### src/rtl/tap_shift_window.sv
// tap_shift_window: multi-channel shift window, programmable length, valid/ready, parallel taps.
// Optional build macro TAP_SHIFT_WINDOW_TAP_MASK_EN adds tap_valid and zero-masks empty taps.
module tap_shift_window #(
   parameter int DATA_BITS = 8,
   parameter int CHANNELS  = 1,
   parameter int LENGTH    = 16,
   parameter int LEN_BITS  = $clog2(LENGTH+1)
) (
   input  logic                                 clk,
   input  logic                                 reset,
   input  logic                                 flush,
   input  logic [LEN_BITS-1:0]                  length_sel,
   input  logic                                 in_valid,
   output logic                                 in_ready,
   input  logic [CHANNELS*DATA_BITS-1:0]        in_data,
   output logic                                 out_valid,
   input  logic                                 out_ready,
   output logic [CHANNELS*DATA_BITS-1:0]        out_data,
   output logic [LENGTH*CHANNELS*DATA_BITS-1:0] taps,
`ifdef TAP_SHIFT_WINDOW_TAP_MASK_EN
   output logic [LENGTH-1:0]                    tap_valid,
`endif
   output logic [LEN_BITS-1:0]                  fill_count
);

   localparam int W = CHANNELS*DATA_BITS;

   logic [W-1:0]        r_stage [LENGTH];
   logic [LEN_BITS-1:0] r_count;
   logic [LEN_BITS-1:0] r_len;
   logic [LEN_BITS-1:0] w_len_clamp;
   logic [W-1:0]        w_out;
   logic                w_push;
   logic                w_pop;

   always_comb begin
      if (length_sel == '0)
         w_len_clamp = LEN_BITS'(1);
      else if (length_sel > LEN_BITS'(LENGTH))
         w_len_clamp = LEN_BITS'(LENGTH);
      else
         w_len_clamp = length_sel;
   end

   assign out_valid  = (r_count == r_len);
   assign in_ready   = flush || (r_count < r_len) || out_ready;
   assign w_push     = in_valid && in_ready;
   // A pop landing on a flush is dropped; the flush owns the count.
   assign w_pop      = out_valid && out_ready && !flush;
   assign fill_count = r_count;

   always_ff @(posedge clk or posedge reset) begin
      if (reset) begin
         for (int i = 0; i < LENGTH; i++)
            r_stage[i] <= '0;
      end else if (flush) begin
         for (int i = 0; i < LENGTH; i++)
            r_stage[i] <= '0;
         if (in_valid)
            r_stage[0] <= in_data;
      end else if (w_push) begin
         r_stage[0] <= in_data;
         for (int i = 1; i < LENGTH; i++)
            r_stage[i] <= r_stage[i-1];
      end
   end

   always_ff @(posedge clk or posedge reset) begin
      if (reset) begin
         r_count <= '0;
         r_len   <= LEN_BITS'(LENGTH);
      end else if (flush) begin
         r_count <= in_valid ? LEN_BITS'(1) : '0;
         r_len   <= w_len_clamp;
      end else begin
         unique case ({w_push, w_pop})
            2'b10:   r_count <= r_count + LEN_BITS'(1);
            2'b01:   r_count <= r_count - LEN_BITS'(1);
            default: r_count <= r_count;
         endcase
         // Length only changes while the window is empty and idle.
         if (r_count == '0 && !w_push)
            r_len <= w_len_clamp;
      end
   end

   always_comb begin
      w_out = r_stage[0];
      for (int i = 0; i < LENGTH; i++)
         if (LEN_BITS'(i) == r_len - LEN_BITS'(1))
            w_out = r_stage[i];
   end

   assign out_data = w_out;

   for (genvar g = 0; g < LENGTH; g++) begin : g_tap
`ifdef TAP_SHIFT_WINDOW_TAP_MASK_EN
      assign tap_valid[g]    = (LEN_BITS'(g) < r_count);
      assign taps[g*W +: W]  = tap_valid[g] ? r_stage[g] : '0;
`else
      assign taps[g*W +: W]  = r_stage[g];
`endif
   end

endmodule

### config.mk
export PLATFORM = sky130hd
export DESIGN_NAME = tap_shift_window
export DESIGN_NICKNAME = d
export VERILOG_FILES = /design/src/rtl/tap_shift_window.sv
export SDC_FILE = /design/constraint.sdc
export NUM_CORES = 1
export LEC_CHECK = 0
export CAP_MARGIN = 10
export CORE_MARGIN = 1.5
export CORE_UTILIZATION = 58
export CTS_BUF_LIST = sky130_fd_sc_hd__clkbuf_8
export CTS_CLUSTER_DIAMETER = 30
export DETAILED_ROUTE_END_ITERATION = 8
export PLACE_DENSITY = 0.88
export SYNTH_ARGS = -nofsm -noshare
export SYNTH_HDL_FRONTEND = slang
export SYNTH_SLANG_ARGS = --single-unit
export TNS_END_PERCENT = 10
### constraint.sdc
create_clock -name clk -period 10.2 [get_ports clk]
set_clock_uncertainty 0.15 [all_clocks]
set_input_delay 1.02 -clock clk [delete_from_list [all_inputs] [get_ports clk]]
set_output_delay 1.02 -clock clk [all_outputs]
set_load 0.03 [all_outputs]
# --- Yosys cells after proc, flatten, opt, wreduce, memory -nomap -nowiden ---
# Cells that the tools add are included.
classes:
  n_addsub: 3
  multipliers: 0
  div_mod_pow: 0
  n_lt_le_gt_ge: 2
  n_eq_ne: 18
  shifts: 0
  mux: 25
  bitwise: 0
  reduce_logical: 13
ops:
  columns: ["cell", "n"]
  rows:
  - ["128-bit two-way mux", 2]
  - ["8-bit two-way mux", 16]
  - ["4-bit by 5-bit == test with 1-bit output, first input constant", 8]
  - ["5-bit two-way mux", 5]
  - ["3-bit by 5-bit == test with 1-bit output, first input constant", 4]
  - ["2-bit by 5-bit == test with 1-bit output, first input constant", 2]
  - ["5-bit zero test", 2]
  - ["5-bit case mux with 2 select lines", 1]
  - ["5-bit by 1-bit subtractor with 5-bit output, second input constant", 2]
  - ["5-bit by 1-bit adder with 5-bit output, second input constant", 1]
  - ["1-bit by 5-bit == test with 1-bit output, first input constant", 1]
  - ["5-bit == test", 1]
  - ["5-bit > comparator, second input constant", 1]
  - ["5-bit < comparator", 1]
  - ["1-bit logical AND", 4]
  - ["2-bit nonzero test", 2]
  - ["3-bit nonzero test", 1]
  - ["2-bit by 1-bit == test with 1-bit output, second input constant", 1]
  - ["2-bit == test, second input constant", 1]
  - ["1-bit zero test", 2]
  - ["1-bit logical OR", 2]
  - ["1-bit two-way mux", 1]
word_totals:
  register_bits: 138
  latchBits: 0
  mem_bits_rw: 0
  romBits: 0
  inputBits: 18
  output_inout_bits: 143
  word_cells: 79
  mem_count: 0

# --- Depth between registers and ports, before layout ---
depth:
  depth_word: 17
  ltp_mapped: 14
  mapped_depth_nobuf: 11

# --- Worst setup path before layout ---
# No wires, ideal clock.
synth_path:
  kind: "reg2reg"
  from: "register r_len[2]"
  to: "register r_count[4] (netlist: fill_count[4])"
  setup_time_ns: 0.069
  t_arrival_ns: 3.520
  required_ns: 9.981
  slack_ns: 6.460
  stages_incl_launch_ff: 14
  path_buffers: 3
  synth_period_minus_slack_ns: 3.740
  cell_sequence: "dfrtp_1 -> buf_4 -> clkbuf_1 -> clkbuf_1 -> inv_1 -> ha_1 -> nand3_1 -> or2_2 -> nor3_1 -> fa_1 -> a21o_1 -> a21oi_1 -> or4b_2 -> nand3_1"
synth_between:
  elab_chain_cells: 7
  word_cells_on_any_way: 12
  cone_classes: "1 x order compare; 3 x eq/ne; 2 x mux; 6 x reduce/logical"
synth_lines:
  columns: ["item", "line", "source"]
  rows:
  - ["start, declared", "30", "logic [LEN_BITS-1:0] r_len;"]
  - ["start signal, assigned", "71", "r_len <= LEN_BITS'(LENGTH);"]
  - ["start signal, assigned", "74", "r_len <= w_len_clamp;"]
  - ["start signal, assigned", "83", "r_len <= w_len_clamp;"]
  - ["5-bit < comparator", "46", "assign in_ready = flush || (r_count < r_len) || out_ready;"]
  - ["1-bit logical OR (2 in series)", "46", null]
  - ["1-bit logical AND", "47", "assign w_push = in_valid && in_ready;"]
  - ["2-bit by 1-bit == test with 1-bit output or 2-bit == test (tied branches)", "76", "unique case ({w_push, w_pop})"]
  - ["5-bit case mux with 2 select lines", "76", null]
  - ["5-bit two-way mux", "72", "end else if (flush) begin"]
  - ["end signal, assigned", "73", "r_count <= in_valid ? LEN_BITS'(1) : '0;"]
  - ["end signal, assigned", "77", "2'b10: r_count <= r_count + LEN_BITS'(1);"]
  - ["end signal, assigned", "78", "2'b01: r_count <= r_count - LEN_BITS'(1);"]
  - ["end, declared", "29", "logic [LEN_BITS-1:0] r_count;"]
# Several ways; a longest one is shown, not always the timed one.
# A chain may end at the register's enable or synchronous reset.

# --- Final worst setup path ---
layout_path:
  from: "register r_len[1]"
  to: "output in_ready"
layout_between:
  elab_chain_cells: 3
layout_lines:
  columns: ["item", "line", "source"]
  rows:
  - ["5-bit < comparator", "46", null]
  - ["1-bit logical OR (2 in series)", "46", null]
  - ["end, declared", "14", "output logic in_ready,"]
# No other way between the ends.

==> out/metrics.cfg <==
[die]
dieHeight_microns=122
die_w_microns=122
die-area_sq_mm=0.0149
rows=43
ios=161
core_area_sq_mm=0.0138
start_util_pct=59.3

[timing]
setup_viol=0
timing.final.crit_share_pct=51.4
relSlewSlack_pct=25.1
slew_violations=0
fin_setup_tns_ns=0
min_period_ns=5.25
fmax_mhz=191
hold_violations=0
worst_slew_pin_slew_ns=1.12
grt_setup_unrepaired=false

[route]
drt_first_iter_violations=1241
vias=8148
wl_mm=26.2
route.antenna.remaining_nets=0
dr.pass1.iters=7
avgViaCountPerCell=7.13
routedWlPerCell_microns=23.0
drc=0

[synth]
synthesis.area_sq_mm=0.00820
ys_warn_count=0
netlist_instances=858
async_reset_ff_share_pct=100
synth_top_area_cell=dfrtp_1
synth_cell_types=68
avgSynthCellArea_sq_um=9.55
syn_nets=885
synth_edf_count=0
synth_top_area_share_pct=41.8
yosys-top-cells-area=dfrtp_1, o211ai_1, a41o_1
synth_top_flop_cell=dfrtp_1
synth-seq-cells=138
seq_area_frac_synth_pct=42.2

[critical_path]
critPathMaxFanout=60
end_kind=output port
cp_data_required_time_ns=9.03
start_kind=register
critPathKind=reg2out
critPathArrivalTime_ns=4.08

[cells_and_area]
stdcell_count=1142
final_util_pct=72.6
antennaDiodeCount=0
drive_above_1_share_pct=7.48
fillers=1002
syn2layout_area_growth_pct=22.6
nets=976

[placement]
port_buffers=160
dp.cells=1110
place_congestion=0.968
dp_hpwl_mm=17.0

[global_routing]
grt_pass1_vias=7384
overflow=0
top_usage_layer=met2
antenna_found_initial=0
grtUsageMet3_pct=7.40
grt_max_degree=111
grt_pass1_wl_mm=41.3
grtUsageMet1_pct=50.1
grt_use_met2_pct=54.9
grtUsageTotal_pct=36.0

[clock_network]
cts_hold_repair.buffers=0
cts_tree=done
cts.clk_slew.worst_paths_ns=0.08
root_buffer=clkbuf_8
h-tree-depth=4
cts.path.max_buffers=2
ctsResizeCount=0
post-cts-setup-buffers=0
clock-sinks=138
cts_buffers=17
clk_latency_ns=0.47

[run]
cap_viol_max_count=0

[power_and_ir_drop]
vdd_drop_max_mv=0.108
p_leak_nw=4.25
powerDensity_mw_per_mm2=152

[min_path]
worstHoldPathType=reg2reg

[run_status]
outcome=completed

[Yosys cell counts (all sizes together), types with 2 or more instances]
library cell,number
dfrtp,137
o211ai,79
inv,71
o31ai,63
clkbuf,62
a211oi,55
a41o,51
a21oi,38
buf,35
nand2,29
nor2,24
mux2i,23
nor3,19
o21ai,19
nand3,16
a31oi,11
and3,10
a221oi,9
nand2b,9
nand4,9
a31o,8
ha,8
o221ai,7
a2bb2oi,5
o22ai,5
a221o,4
nor3b,4
o21a,4
a21o,3
nor2b,3
nor4b,3
or2,3
or3b,3
a311o,2
a32o,2
mux2,2
nor4,2
o32ai,2
or3,2
xor2,2
[layout by cell type (no fill, tap or decap), drive strengths merged, types with 10 or more instances in the layout]
cell / count
a211oi: 55
a21oi: 38
a31oi: 11
a41o: 51
and3: 10
buf: 11
clkbuf: 19
clkdlybuf4s50: 158
clkinv: 12
dfrtp: 137
inv: 71
mux2i: 23
nand2: 29
nand3: 16
nor2: 24
nor3: 19
o211ai: 79
o21ai: 19
o31ai: 63
[state kept, by name, indices dropped and copies added (netlist names)]
signal and count:
taps 128, fill_count 5, r_len 5
[critical path, stage by stage, from the launching register on]
cell,delay (ns)
dfrtp_2,1.05
clkinv_1,0.55
ha_1,0.51
or3b_1,0.40
o22ai_2,0.27
o21ai_4,0.15
clkdlybuf4s50_1,0.66
[power breakdown]
part | total [mW] | switching [mW] | internal, mW
clock network | 0.445 | 0.218 | 0.227
registers | 0.614 | 0.0508 | 0.563
logic | 0.466 | 0.314 | 0.152
[layer usage]
metal  routed length [microns]  vias to the layer above  part of all wire [%]
li1                          -                     3537                     -
met1                     10500                     3997                    40
met2                     12300                      542                    47
met3                      2670                       72                    10
met4                       817                        0                   3.1
met5                         0                        -                     0
[final timing paths]
check                           startpoint            end  slack [ns]  depth (start not counted)
worst max register to register    r_len[1]  fill_count[4]        5.58                         10
max in group asynchronous            reset       r_len[0]        7.59                          3
worst min register to register    taps[63]       taps[71]        0.42                          2
worst min-delay path              taps[63]       taps[71]        0.42                          2
min in group asynchronous            reset      taps[119]        0.86                          2
worst max-delay path              r_len[1]       in_ready        4.95                          6
[area by class of cell]
type / instances / area, sq um / area share [%]
clock buffer: 19 / 262 / 2.60
clock inverter: 13 / 126 / 1.26
inverter: 72 / 278 / 2.77
multi-input combinational: 551 / 4030 / 40.1
sequential: 138 / 3460 / 34.4
tap: 180 / 225 / 2.24
timing repair buffer: 169 / 1660 / 16.6
[logic make-up after synthesis]
kind of cell | after synthesis | synth area share [%]
and+or+nand+nor | 140 | 9.22
muxes | 25 | 3.08
buffers and inverters | 169 | 8.76
DFF | 138 | 42.2
xor gates and xnor gates | 3 | 0.321
adders and majority gates | 9 | 1.47
AOI/OAI and AO/OA | 374 | 35.0
[metrics by stage]
step,setup WS (ns),hold slack [ns],total power [mW],area (sq um)
finish,4.95,0.418,1.53,10000
global route,4.79,0.439,1.59,10000
CTS,5.04,0.417,1.51,10000
detailed placement,5.57,0.395,1.07,9660
global placement,5.63,0.382,1.07,9660
floorplan,5.34,0.539,0.950,8200
No activity file was read; power rests on OpenSTA's default activity.
